$ cat config.mk
export PLATFORM = sky130hd
export DESIGN_NAME = mem_port_arbiter_flat
export DESIGN_NICKNAME = d
export VERILOG_FILES = /design/src/rtl/riscv_mem_pkg.sv /design/src/rtl/mem_port_arbiter_if.sv /design/src/rtl/mem_arb_pick.sv /design/src/rtl/mem_port_arbiter.sv /design/src/flat_wrapper.sv
export SDC_FILE = /design/constraint.sdc
export NUM_CORES = 1
export LEC_CHECK = 0
export ABC_AREA = 1
export CAP_MARGIN = 10
export CORE_ASPECT_RATIO = 1.75
export CORE_UTILIZATION = 35
export CTS_BUF_LIST = sky130_fd_sc_hd__clkbuf_8
export DETAILED_ROUTE_END_ITERATION = 16
export GPL_ROUTABILITY_DRIVEN = 0
export GPL_TIMING_DRIVEN = 0
export PLACE_DENSITY = 0.74
export SLEW_MARGIN = 20
export SYNTH_ARGS = -nofsm -noshare
export SYNTH_HDL_FRONTEND = slang
export SYNTH_SLANG_ARGS = --single-unit
$ cat constraint.sdc
create_clock -name clk -period 8.1 [get_ports clk]
set_input_delay 1.215 -clock clk [delete_from_list [all_inputs] [get_ports clk]]
set_output_delay 1.215 -clock clk [all_outputs]
set_load 0.01 [all_outputs]
$ cat src/rtl/riscv_mem_pkg.sv
// rtl/riscv_mem_pkg.sv - shared types and defaults for the IF/DM memory port arbiter
package riscv_mem_pkg;

  localparam int MEM_LAT_DEFAULT    = 2;
  localparam int STARVE_MAX_DEFAULT = 3;
  localparam int CNT_W              = 4;

  typedef enum logic [1:0] {
    IDLE  = 2'd0,
    ISSUE = 2'd1,
    WAIT  = 2'd2,
    RESP  = 2'd3
  } state_e;

  typedef enum logic {
    PORT_IF = 1'b0,
    PORT_DM = 1'b1
  } port_e;

endpackage

$ cat src/rtl/mem_port_arbiter_if.sv
// rtl/mem_port_arbiter_if.sv - fetch port, data port and memory port signal bundle
interface mem_port_arbiter_if #(
  parameter int ADDR_W = 32,
  parameter int DATA_W = 32
);
  localparam int BE_W = DATA_W / 8;

  logic              if_req;
  logic [ADDR_W-1:0] if_addr;
  logic              if_gnt;
  logic              if_rvalid;
  logic [DATA_W-1:0] if_rdata;

  logic              dm_req;
  logic              dm_we;
  logic [BE_W-1:0]   dm_be;
  logic [ADDR_W-1:0] dm_addr;
  logic [DATA_W-1:0] dm_wdata;
  logic              dm_gnt;
  logic              dm_rvalid;
  logic [DATA_W-1:0] dm_rdata;

  logic              mem_en;
  logic              mem_we;
  logic [BE_W-1:0]   mem_be;
  logic [ADDR_W-1:0] mem_addr;
  logic [DATA_W-1:0] mem_wdata;
  logic [DATA_W-1:0] mem_rdata;

  modport slave (
    input  if_req, if_addr, dm_req, dm_we, dm_be, dm_addr, dm_wdata, mem_rdata,
    output if_gnt, if_rvalid, if_rdata, dm_gnt, dm_rvalid, dm_rdata,
           mem_en, mem_we, mem_be, mem_addr, mem_wdata
  );

  modport master (
    output if_req, if_addr, dm_req, dm_we, dm_be, dm_addr, dm_wdata, mem_rdata,
    input  if_gnt, if_rvalid, if_rdata, dm_gnt, dm_rvalid, dm_rdata,
           mem_en, mem_we, mem_be, mem_addr, mem_wdata
  );

endinterface

$ cat src/rtl/mem_arb_pick.sv
// rtl/mem_arb_pick.sv - combinational winner selection, data port first unless fetch is starved
module mem_arb_pick
  import riscv_mem_pkg::*;
#(
  parameter int STARVE_MAX = STARVE_MAX_DEFAULT
) (
  input  logic             if_req,
  input  logic             dm_req,
  input  logic [CNT_W-1:0] starve_cnt,
  output port_e            winner,
  output logic             valid
);
  localparam logic [CNT_W-1:0] STARVE_LIM = CNT_W'(STARVE_MAX);

  always_comb begin
    valid  = if_req | dm_req;
    winner = PORT_IF;
    if (dm_req && !(if_req && (starve_cnt == STARVE_LIM))) begin
      winner = PORT_DM;
    end
  end

endmodule

$ cat src/rtl/mem_port_arbiter.sv
// rtl/mem_port_arbiter.sv - sequences one fixed-latency access at a time for the fetch and data ports
module mem_port_arbiter
  import riscv_mem_pkg::*;
#(
  parameter int ADDR_W     = 32,
  parameter int DATA_W     = 32,
  parameter int MEM_LAT    = MEM_LAT_DEFAULT,
  parameter int STARVE_MAX = STARVE_MAX_DEFAULT
) (
  input  logic              clk,
  input  logic              reset,
  mem_port_arbiter_if.slave bus,
  output logic              busy
);
  localparam int               BE_W       = DATA_W / 8;
  localparam logic [CNT_W-1:0] LAT_INIT   = CNT_W'(MEM_LAT - 1);
  localparam logic [CNT_W-1:0] STARVE_LIM = CNT_W'(STARVE_MAX);

  state_e           state;
  port_e            owner;
  port_e            pick_id;
  logic             owner_we;
  logic             pick_valid;
  logic [CNT_W-1:0] lat_cnt;
  logic [CNT_W-1:0] starve_cnt;

  mem_arb_pick #(.STARVE_MAX(STARVE_MAX)) u_pick (
    .if_req     (bus.if_req),
    .dm_req     (bus.dm_req),
    .starve_cnt (starve_cnt),
    .winner     (pick_id),
    .valid      (pick_valid)
  );

  always_ff @(posedge clk or posedge reset) begin
    if (reset) begin
      state         <= IDLE;
      owner         <= PORT_IF;
      owner_we      <= 1'b0;
      lat_cnt       <= '0;
      starve_cnt    <= '0;
      busy          <= 1'b0;
      bus.if_gnt    <= 1'b0;
      bus.if_rvalid <= 1'b0;
      bus.if_rdata  <= {DATA_W{1'b0}};
      bus.dm_gnt    <= 1'b0;
      bus.dm_rvalid <= 1'b0;
      bus.dm_rdata  <= {DATA_W{1'b0}};
      bus.mem_en    <= 1'b0;
      bus.mem_we    <= 1'b0;
      bus.mem_be    <= {BE_W{1'b0}};
      bus.mem_addr  <= {ADDR_W{1'b0}};
      bus.mem_wdata <= {DATA_W{1'b0}};
    end else begin
      bus.if_gnt    <= 1'b0;
      bus.dm_gnt    <= 1'b0;
      bus.if_rvalid <= 1'b0;
      bus.dm_rvalid <= 1'b0;
      bus.mem_en    <= 1'b0;
      bus.mem_we    <= 1'b0;
      case (state)
        // RESP arbitrates like IDLE so back-to-back accesses lose no cycle
        IDLE, RESP: begin
          if (pick_valid) begin
            state      <= ISSUE;
            owner      <= pick_id;
            busy       <= 1'b1;
            bus.mem_en <= 1'b1;
            if (pick_id == PORT_DM) begin
              bus.dm_gnt    <= 1'b1;
              bus.mem_we    <= bus.dm_we;
              bus.mem_be    <= bus.dm_be;
              bus.mem_addr  <= bus.dm_addr;
              bus.mem_wdata <= bus.dm_wdata;
              owner_we      <= bus.dm_we;
            end else begin
              bus.if_gnt    <= 1'b1;
              bus.mem_be    <= {BE_W{1'b1}};
              bus.mem_addr  <= bus.if_addr;
              bus.mem_wdata <= {DATA_W{1'b0}};
              owner_we      <= 1'b0;
            end
            if ((pick_id == PORT_DM) && bus.if_req) begin
              starve_cnt <= (starve_cnt == STARVE_LIM) ? starve_cnt : starve_cnt + CNT_W'(1);
            end else begin
              starve_cnt <= '0;
            end
          end else begin
            state      <= IDLE;
            busy       <= 1'b0;
            starve_cnt <= '0;
          end
        end
        ISSUE: begin
          lat_cnt <= LAT_INIT;
          state   <= WAIT;
        end
        WAIT: begin
          if (lat_cnt == '0) begin
            state <= RESP;
            if (owner == PORT_DM) begin
              bus.dm_rvalid <= 1'b1;
              bus.dm_rdata  <= owner_we ? {DATA_W{1'b0}} : bus.mem_rdata;
            end else begin
              bus.if_rvalid <= 1'b1;
              bus.if_rdata  <= bus.mem_rdata;
            end
          end else begin
            lat_cnt <= lat_cnt - CNT_W'(1);
          end
        end
        default: state <= IDLE;
      endcase
    end
  end

endmodule

$ cat src/flat_wrapper.sv
// flat-port wrapper written by rule: the top's interface ports become plain ports
module mem_port_arbiter_flat import riscv_mem_pkg::*;
#(
  parameter int ADDR_W     = 32,
  parameter int DATA_W     = 32,
  parameter int MEM_LAT    = MEM_LAT_DEFAULT,
  parameter int STARVE_MAX = STARVE_MAX_DEFAULT
)
  (clk, reset, busy, bus_if_req, bus_if_addr, bus_dm_req, bus_dm_we, bus_dm_be, bus_dm_addr, bus_dm_wdata, bus_mem_rdata, bus_if_gnt, bus_if_rvalid, bus_if_rdata, bus_dm_gnt, bus_dm_rvalid, bus_dm_rdata, bus_mem_en, bus_mem_we, bus_mem_be, bus_mem_addr, bus_mem_wdata);
  mem_port_arbiter_if #(.ADDR_W(ADDR_W), .DATA_W(DATA_W)) bus_i ();
  input  logic clk;
  input  logic reset;
  output logic busy;
  input wire logic [$bits(bus_i.if_req)-1:0] bus_if_req;
  input wire logic [$bits(bus_i.if_addr)-1:0] bus_if_addr;
  input wire logic [$bits(bus_i.dm_req)-1:0] bus_dm_req;
  input wire logic [$bits(bus_i.dm_we)-1:0] bus_dm_we;
  input wire logic [$bits(bus_i.dm_be)-1:0] bus_dm_be;
  input wire logic [$bits(bus_i.dm_addr)-1:0] bus_dm_addr;
  input wire logic [$bits(bus_i.dm_wdata)-1:0] bus_dm_wdata;
  input wire logic [$bits(bus_i.mem_rdata)-1:0] bus_mem_rdata;
  output wire logic [$bits(bus_i.if_gnt)-1:0] bus_if_gnt;
  output wire logic [$bits(bus_i.if_rvalid)-1:0] bus_if_rvalid;
  output wire logic [$bits(bus_i.if_rdata)-1:0] bus_if_rdata;
  output wire logic [$bits(bus_i.dm_gnt)-1:0] bus_dm_gnt;
  output wire logic [$bits(bus_i.dm_rvalid)-1:0] bus_dm_rvalid;
  output wire logic [$bits(bus_i.dm_rdata)-1:0] bus_dm_rdata;
  output wire logic [$bits(bus_i.mem_en)-1:0] bus_mem_en;
  output wire logic [$bits(bus_i.mem_we)-1:0] bus_mem_we;
  output wire logic [$bits(bus_i.mem_be)-1:0] bus_mem_be;
  output wire logic [$bits(bus_i.mem_addr)-1:0] bus_mem_addr;
  output wire logic [$bits(bus_i.mem_wdata)-1:0] bus_mem_wdata;
  assign bus_i.if_req = bus_if_req;
  assign bus_i.if_addr = bus_if_addr;
  assign bus_i.dm_req = bus_dm_req;
  assign bus_i.dm_we = bus_dm_we;
  assign bus_i.dm_be = bus_dm_be;
  assign bus_i.dm_addr = bus_dm_addr;
  assign bus_i.dm_wdata = bus_dm_wdata;
  assign bus_i.mem_rdata = bus_mem_rdata;
  assign bus_if_gnt = bus_i.if_gnt;
  assign bus_if_rvalid = bus_i.if_rvalid;
  assign bus_if_rdata = bus_i.if_rdata;
  assign bus_dm_gnt = bus_i.dm_gnt;
  assign bus_dm_rvalid = bus_i.dm_rvalid;
  assign bus_dm_rdata = bus_i.dm_rdata;
  assign bus_mem_en = bus_i.mem_en;
  assign bus_mem_we = bus_i.mem_we;
  assign bus_mem_be = bus_i.mem_be;
  assign bus_mem_addr = bus_i.mem_addr;
  assign bus_mem_wdata = bus_i.mem_wdata;
  mem_port_arbiter #(.ADDR_W(ADDR_W), .DATA_W(DATA_W), .MEM_LAT(MEM_LAT), .STARVE_MAX(STARVE_MAX)) u_core (.clk(clk), .reset(reset), .bus(bus_i), .busy(busy));
endmodule
# Yosys cells after proc, flatten, opt, wreduce, memory -nomap -nowiden
# Cells that the tools add are included.
# classes
n_mux,30
bitwise,2
n_addsub,2
reduce_logical,13
eq_ne,7
# op_table
cell,count
$mux 32,3
$mux 4,5
$mux 1,19
$pmux 4 s2,1
$pmux 2 s3,1
$reduce_and 2->1,3
$reduce_and 3->1,2
$add 4x1->4 const B,1
$eq 2x2->1 const B,2
$eq 4x2->1 const B,1
$logic_not 4->1,1
$sub 4x1->4 const B,1
$logic_and 1x1->1,3
$ne 3x3->1 const B,1
$eq 2x1->1 const B,1
$logic_not 2->1,1
$mux 2,1
$ne 2x1->1 const B,1
$ne 2x2->1 const B,1
$reduce_bool 2->1,1
$reduce_or 2->1,1
$logic_not 1->1,1
$not 1->1,1
$or 1x1->1,1
# totals
out_inout_bits,139
ff_bits,151

# Logic depth before layout (Yosys ltp)
# depth
word_depth,8
mapped_depth,9
mapped_depth_nobuf,8

# Hierarchy
# From an unflattened synthesis, not the netlist that was laid out.
# hier_totals
hier_cells,631
hier_area_um2,6042.0
# modules_own_cells
module,cells_per_inst,instances,area_each_um2
mem_port_arbiter,624,1,6012.0
mem_arb_pick,7,1,30.0

# Least setup slack after synthesis
# Ideal clock, no wire load.
# synth_path
kind,in2reg
start,in bus_dm_req
end,reg u_core.bus.mem_addr[11] (netlist bit)
arrival_ns,1.971
setup_slack_ns,6.011
required_time_ns,7.982
stages,7
setup_ns,0.118
path_cell_list,buf_4 -> o21ai_2 -> inv_1 -> buf_2 -> buf_6 -> nand3_1 -> nand2_1
# synth_via
elab_chain_cells,3
elab_cells_between_ends,5
# synth_lines
element,line,rtl
from (decl),flat_wrapper.sv:16,input wire logic [$bits(bus_i.dm_req)-1:0] bus_dm_req;
$logic_and 1x1->1,mem_arb_pick.sv:18,if (dm_req && !(if_req && (starve_cnt == STARVE_LIM))) begin
$mux 1,mem_arb_pick.sv:18,
$mux 32,mem_port_arbiter.sv:69,if (pick_id == PORT_DM) begin
to (signal assigned),mem_port_arbiter.sv:52,bus.mem_addr <= {ADDR_W{1'b0}};
to (signal assigned),mem_port_arbiter.sv:73,bus.mem_addr <= bus.dm_addr;
to (signal assigned),mem_port_arbiter.sv:79,bus.mem_addr <= bus.if_addr;
to (decl),mem_port_arbiter_if.sv:33,"mem_en, mem_we, mem_be, mem_addr, mem_wdata"
# Several ways; a longest one is shown, not always the timed one.
# A chain may end at the register's enable or synchronous reset.

# Worst setup path after layout
# layout_path
start,reg u_core.bus.mem_be[1] (netlist bit)
end,out bus_mem_be[1]
# layout_rtl
element,line,rtl
from (decl),mem_port_arbiter_if.sv:33,
from (signal assigned),mem_port_arbiter.sv:51,bus.mem_be <= {BE_W{1'b0}};
from (signal assigned),mem_port_arbiter.sv:72,bus.mem_be <= bus.dm_be;
from (signal assigned),mem_port_arbiter.sv:78,bus.mem_be <= {BE_W{1'b1}};
to (decl),flat_wrapper.sv:30,output wire logic [$bits(bus_i.mem_be)-1:0] bus_mem_be;
# No word-level cell between the ends.

==> summary.md <==
| Metric | Value |
|---|---|
| Comb pwr share | `49.3%` |
| Nets | `1235` |
| Min-Delay Path Class | `reg -> reg` |
| Worst Skew | `0.01780 ns` |
| Post-CTS setup repair buffer count | `0` |
| Synth Area in XOR/XNOR | `0.1333%` |
| CTS Hold Buffers Added | `0` |
| Synth area leader | `dfrtp_1` |
| Vias in the first global route | `about 6000` |
| Top_reg_cell synth | `dfrtp_1` |
| Min-delay src | `u_core.bus.mem_addr[6]` |
| Initial Util | `around 36%` |
| Sequential-to-total area share from yosys stat | `57.49%` |
| Clk sink count | `151` |
| Fraction of registers with async set/reset | `100.0%` |
| Synth Net Count | `941` |
| Final min period | `~2.6 ns` |
| Placed cell areas | `slightly below 10000 sq um` |
| Reg area | `3779 sq um` |
| Slew of the pin with the lowest slew margin | `0.5191 ns` |
| Crit path to | `bus_mem_be[1]` |
| Peak supply drop | `roughly 0.19 mV` |
| DRC viols | `0` |
| Max Cap Viol | `0` |
| Synth cell types | `25` |
| Highest-delay cell along the critical path | `clkdlybuf4s50_1` |
| Setup total negative slack | `0 ns` |
| Post-CTS Resized | `0` |
| Area growth, synth to finish | `53.04%` |
| Reg-to-Reg Start | `u_core.state[1]` |
| Global Route Usage Sum | `20.00%` |
| Hold Fails Final Rpt | `0` |
| Remaining antenna violation count | `0` |
| Sw Ratio | `37.47%` |
| Overflow after GRT | `0` |
| Cell Chain, Critical Path | `clkdlybuf4s50_1` |
| CTS buffer count | `17` |
| Via count | `6013` |
| Cell Pwr Density | `approximately 380 nW/um^2` |
| Initial antenna violation count | `1` |
| Critical path peak fanout | `2` |
| Crit path DAT | `1.40 ns` |
| Worst path bufs/invs | `1` |
| # fillers | `approximately 1800` |
| Reg2reg end | `u_core.bus.mem_wdata[28]` |
| Dominant cells by area after synthesis | `dfrtp_1 57%, nand2_1 21%, nand3_1 7.7%, inv_1 4.7%, buf_4 1.4%` |
| Die X | `105.6 um` |
| Psw | `1.422 mW` |
| FF-to-FF setup slack | `6.34 ns` |
| FP Rows | `66` |
| Crit path launch type | `register` |
| CTS root buffer | `clkbuf_8` |
| Post-route cell area | `10060 sq um` |
| Clk network pwr share | `16.3%` |
| R2R cell count | `7` |
| Detailed Route WL | `18.77 mm` |
| Kind of critical path | `reg -> out` |
| CP peak stage delay | `a little under 0.6 ns` |
| CTS tree | `yes` |
| P_leak | `5.108 nW` |
| Clk_lat worst skew | `between 0.4 and 0.5 ns` |
| Number of flops mapped to enable cells by yosys | `0` |
| Die footprint | `19350 sq um` |
| Largest family of logic cells by synthesized area | `simple AND/OR/NAND/NOR gates` |
| CP Capture Type | `output pin` |
| Synth Area in Compound Gates | `1.580%` |
| # H-tree levels | `4` |
| CP top delay family | `buffers and inverters` |
| Critical Path RT | `6.88 ns` |
| Max Slew Vio Count | `0` |
| Slew margin rel. | `65.39%` |
| DRT iter0 DRCs | `roughly 260` |
| Via density | `~4.5` |
| Final hold slack | `0.4797 ns` |
| Tot Pwr | `3.794 mW` |
| Footprint of the multi-input gates | `2200 sq um` |
| Simple-gate share of the synthesized area | `between 30% and 40%` |
| Setup violators final | `0` |
| Sequential share of power | `34.4%` |
| Global-route wire length before repair | `29.92 mm` |
| Final Cycle Share | `between 30 and 40%` |
| P_int | `2.372 mW` |
| Maximum clock rate | `382.3 MHz` |
| Post-synthesis mux area share | `0%` |
| RSZ-0062 raised after global routing | `no` |
| Synth Area in Adders | `less than 1%` |
| Routed wire per std cell | `approximately 14 um` |
| Pin count of the biggest net entering global routing | `84` |
| Status | `finished clean` |
| Share of cells above drive strength 1 | `6.787%` |
| Final HPWL from detailed placement | `~14 mm` |
| # IOs | `276` |
| #FFs+latches synth | `151` |
| Critical path origin | `u_core.bus.mem_be[1]` |
| Clock Tree Buf Depth | `2` |
| Synth Cell Area | `6573 sq um` |
| First-pass DRT Iterations | `4` |
| Avg Inst Size Synth | `8.216 sq um` |
| Syn. warnings | `0` |
| Post-synth top area share | `between 50% and 60%` |
| Critical path depth in cells | `1` |
| PortBufs | `274` |
| Clock transition at path regs | `0.08 ns` |
| Synth Instances | `800` |
| Die Y | `183.3 um` |
| Core area | `18500 sq um` |
| Diode count | `0` |
## logic make-up (layout without fill, tap and decap cells)
| kind of cell | after synthesis | in the layout |
|---|---|---|
| AND/OR/NAND/NOR | 498 | 498 |
| flip-flops | 151 | 151 |
| buffers and inverters | 127 | 432 |
| AO/OA/AOI/OAI | 19 | 19 |
| adder cells (fa/ha/maj) | 4 | 4 |
| XOR/XNOR | 1 | 1 |
## Yosys cell counts (3+ instances only)
library cell / instances
inv_2: 3
nor2_1: 14
a21oi_1: 7
o21ai_0: 9
buf_2: 15
clkbuf_1: 6
buf_4: 12
dfrtp_1: 151
nand3_1: 101
ha_1: 4
nand2_1: 374
buf_6: 7
inv_1: 82
## cell usage in the layout (no fill, tap or decap), types with 6 or more instances in the layout
cell and instances:
buf_2 15, buf_6 7, a21oi_1 7, nor2_1 14, buf_4 12, clkbuf_1 6
o21ai_0 9, clkbuf_8 18, clkdlybuf4s50_1 274, dfrtp_1 151, inv_1 84, nand3_1 101
nand2_1 374
## how the worst min path moves through the flow
stage,endpoint,slack [ns],depth (start not counted)
CTS,u_core.bus.mem_addr[6],0.48,2
floorplan,u_core.owner_we,0.45,2
finish,u_core.bus.mem_addr[6],0.48,2
global route,u_core.bus.mem_wdata[29],0.50,2
global placement,u_core.bus.mem_wdata[13],0.46,2
detailed placement,u_core.bus.mem_addr[7],0.46,2
## power by group through the flow
| stage | Sequential, mW | Combinational, mW | Clock [mW] |
|---|---|---|---|
| 3_3_place_gp | 1.31 | 1.86 | 0 |
| 3_5_place_dp | 1.32 | 1.89 | 0 |
| 2_1_floorplan | 1.45 | 0.758 | 0 |
| 6_report | 1.31 | 1.87 | 0.617 |
| 5_1_grt | 1.35 | 2.06 | 0.665 |
| 4_1_cts | 1.31 | 1.90 | 0.632 |
## stage by stage
stage	worst slack [ns]	std cells	util [%]
finish	5.484	1343	54.38
global route	5.410	1343	54.38
CTS	5.440	1343	54.38
detailed placement	5.314	1313	52.16
global placement	0.6477	1312	51.97
floorplan	2.820	800	-
## layout make-up
type	instances	area share, %
repair buffers	275	27.54
plain buffers	41	2.687
clock inverters	12	1.617
inverters	86	3.296
multi-input cells	522	21.87
well taps	238	2.961
clock buffers	18	2.463
flip-flops and latches	151	37.57
## state kept, by name, summed over array words and instances (netlist names)
register              count
u_core.bus.dm_gnt         1
u_core.bus.dm_rdata      32
u_core.bus.dm_rvalid      1
u_core.bus.if_gnt         1
u_core.bus.if_rdata      32
u_core.bus.if_rvalid      1
u_core.bus.mem_addr      32
u_core.bus.mem_be         4
u_core.bus.mem_en         1
u_core.bus.mem_wdata     32
u_core.bus.mem_we         1
u_core.busy               1
u_core.lat_cnt            4
u_core.owner              1
u_core.owner_we           1
u_core.starve_cnt         4
u_core.state              2
## per-layer routing
metal	up-vias	share of wire [%]	global-route usage, %	wire length [um]
met5	-	0.069	0	13
met4	2	2.4	8.833	445
met3	35	4.7	4.797	880
met2	196	55	37.50	10290
met1	2755	38	20.90	7140
li1	3025	-	-	-
(Power assumes the default switching activity.)
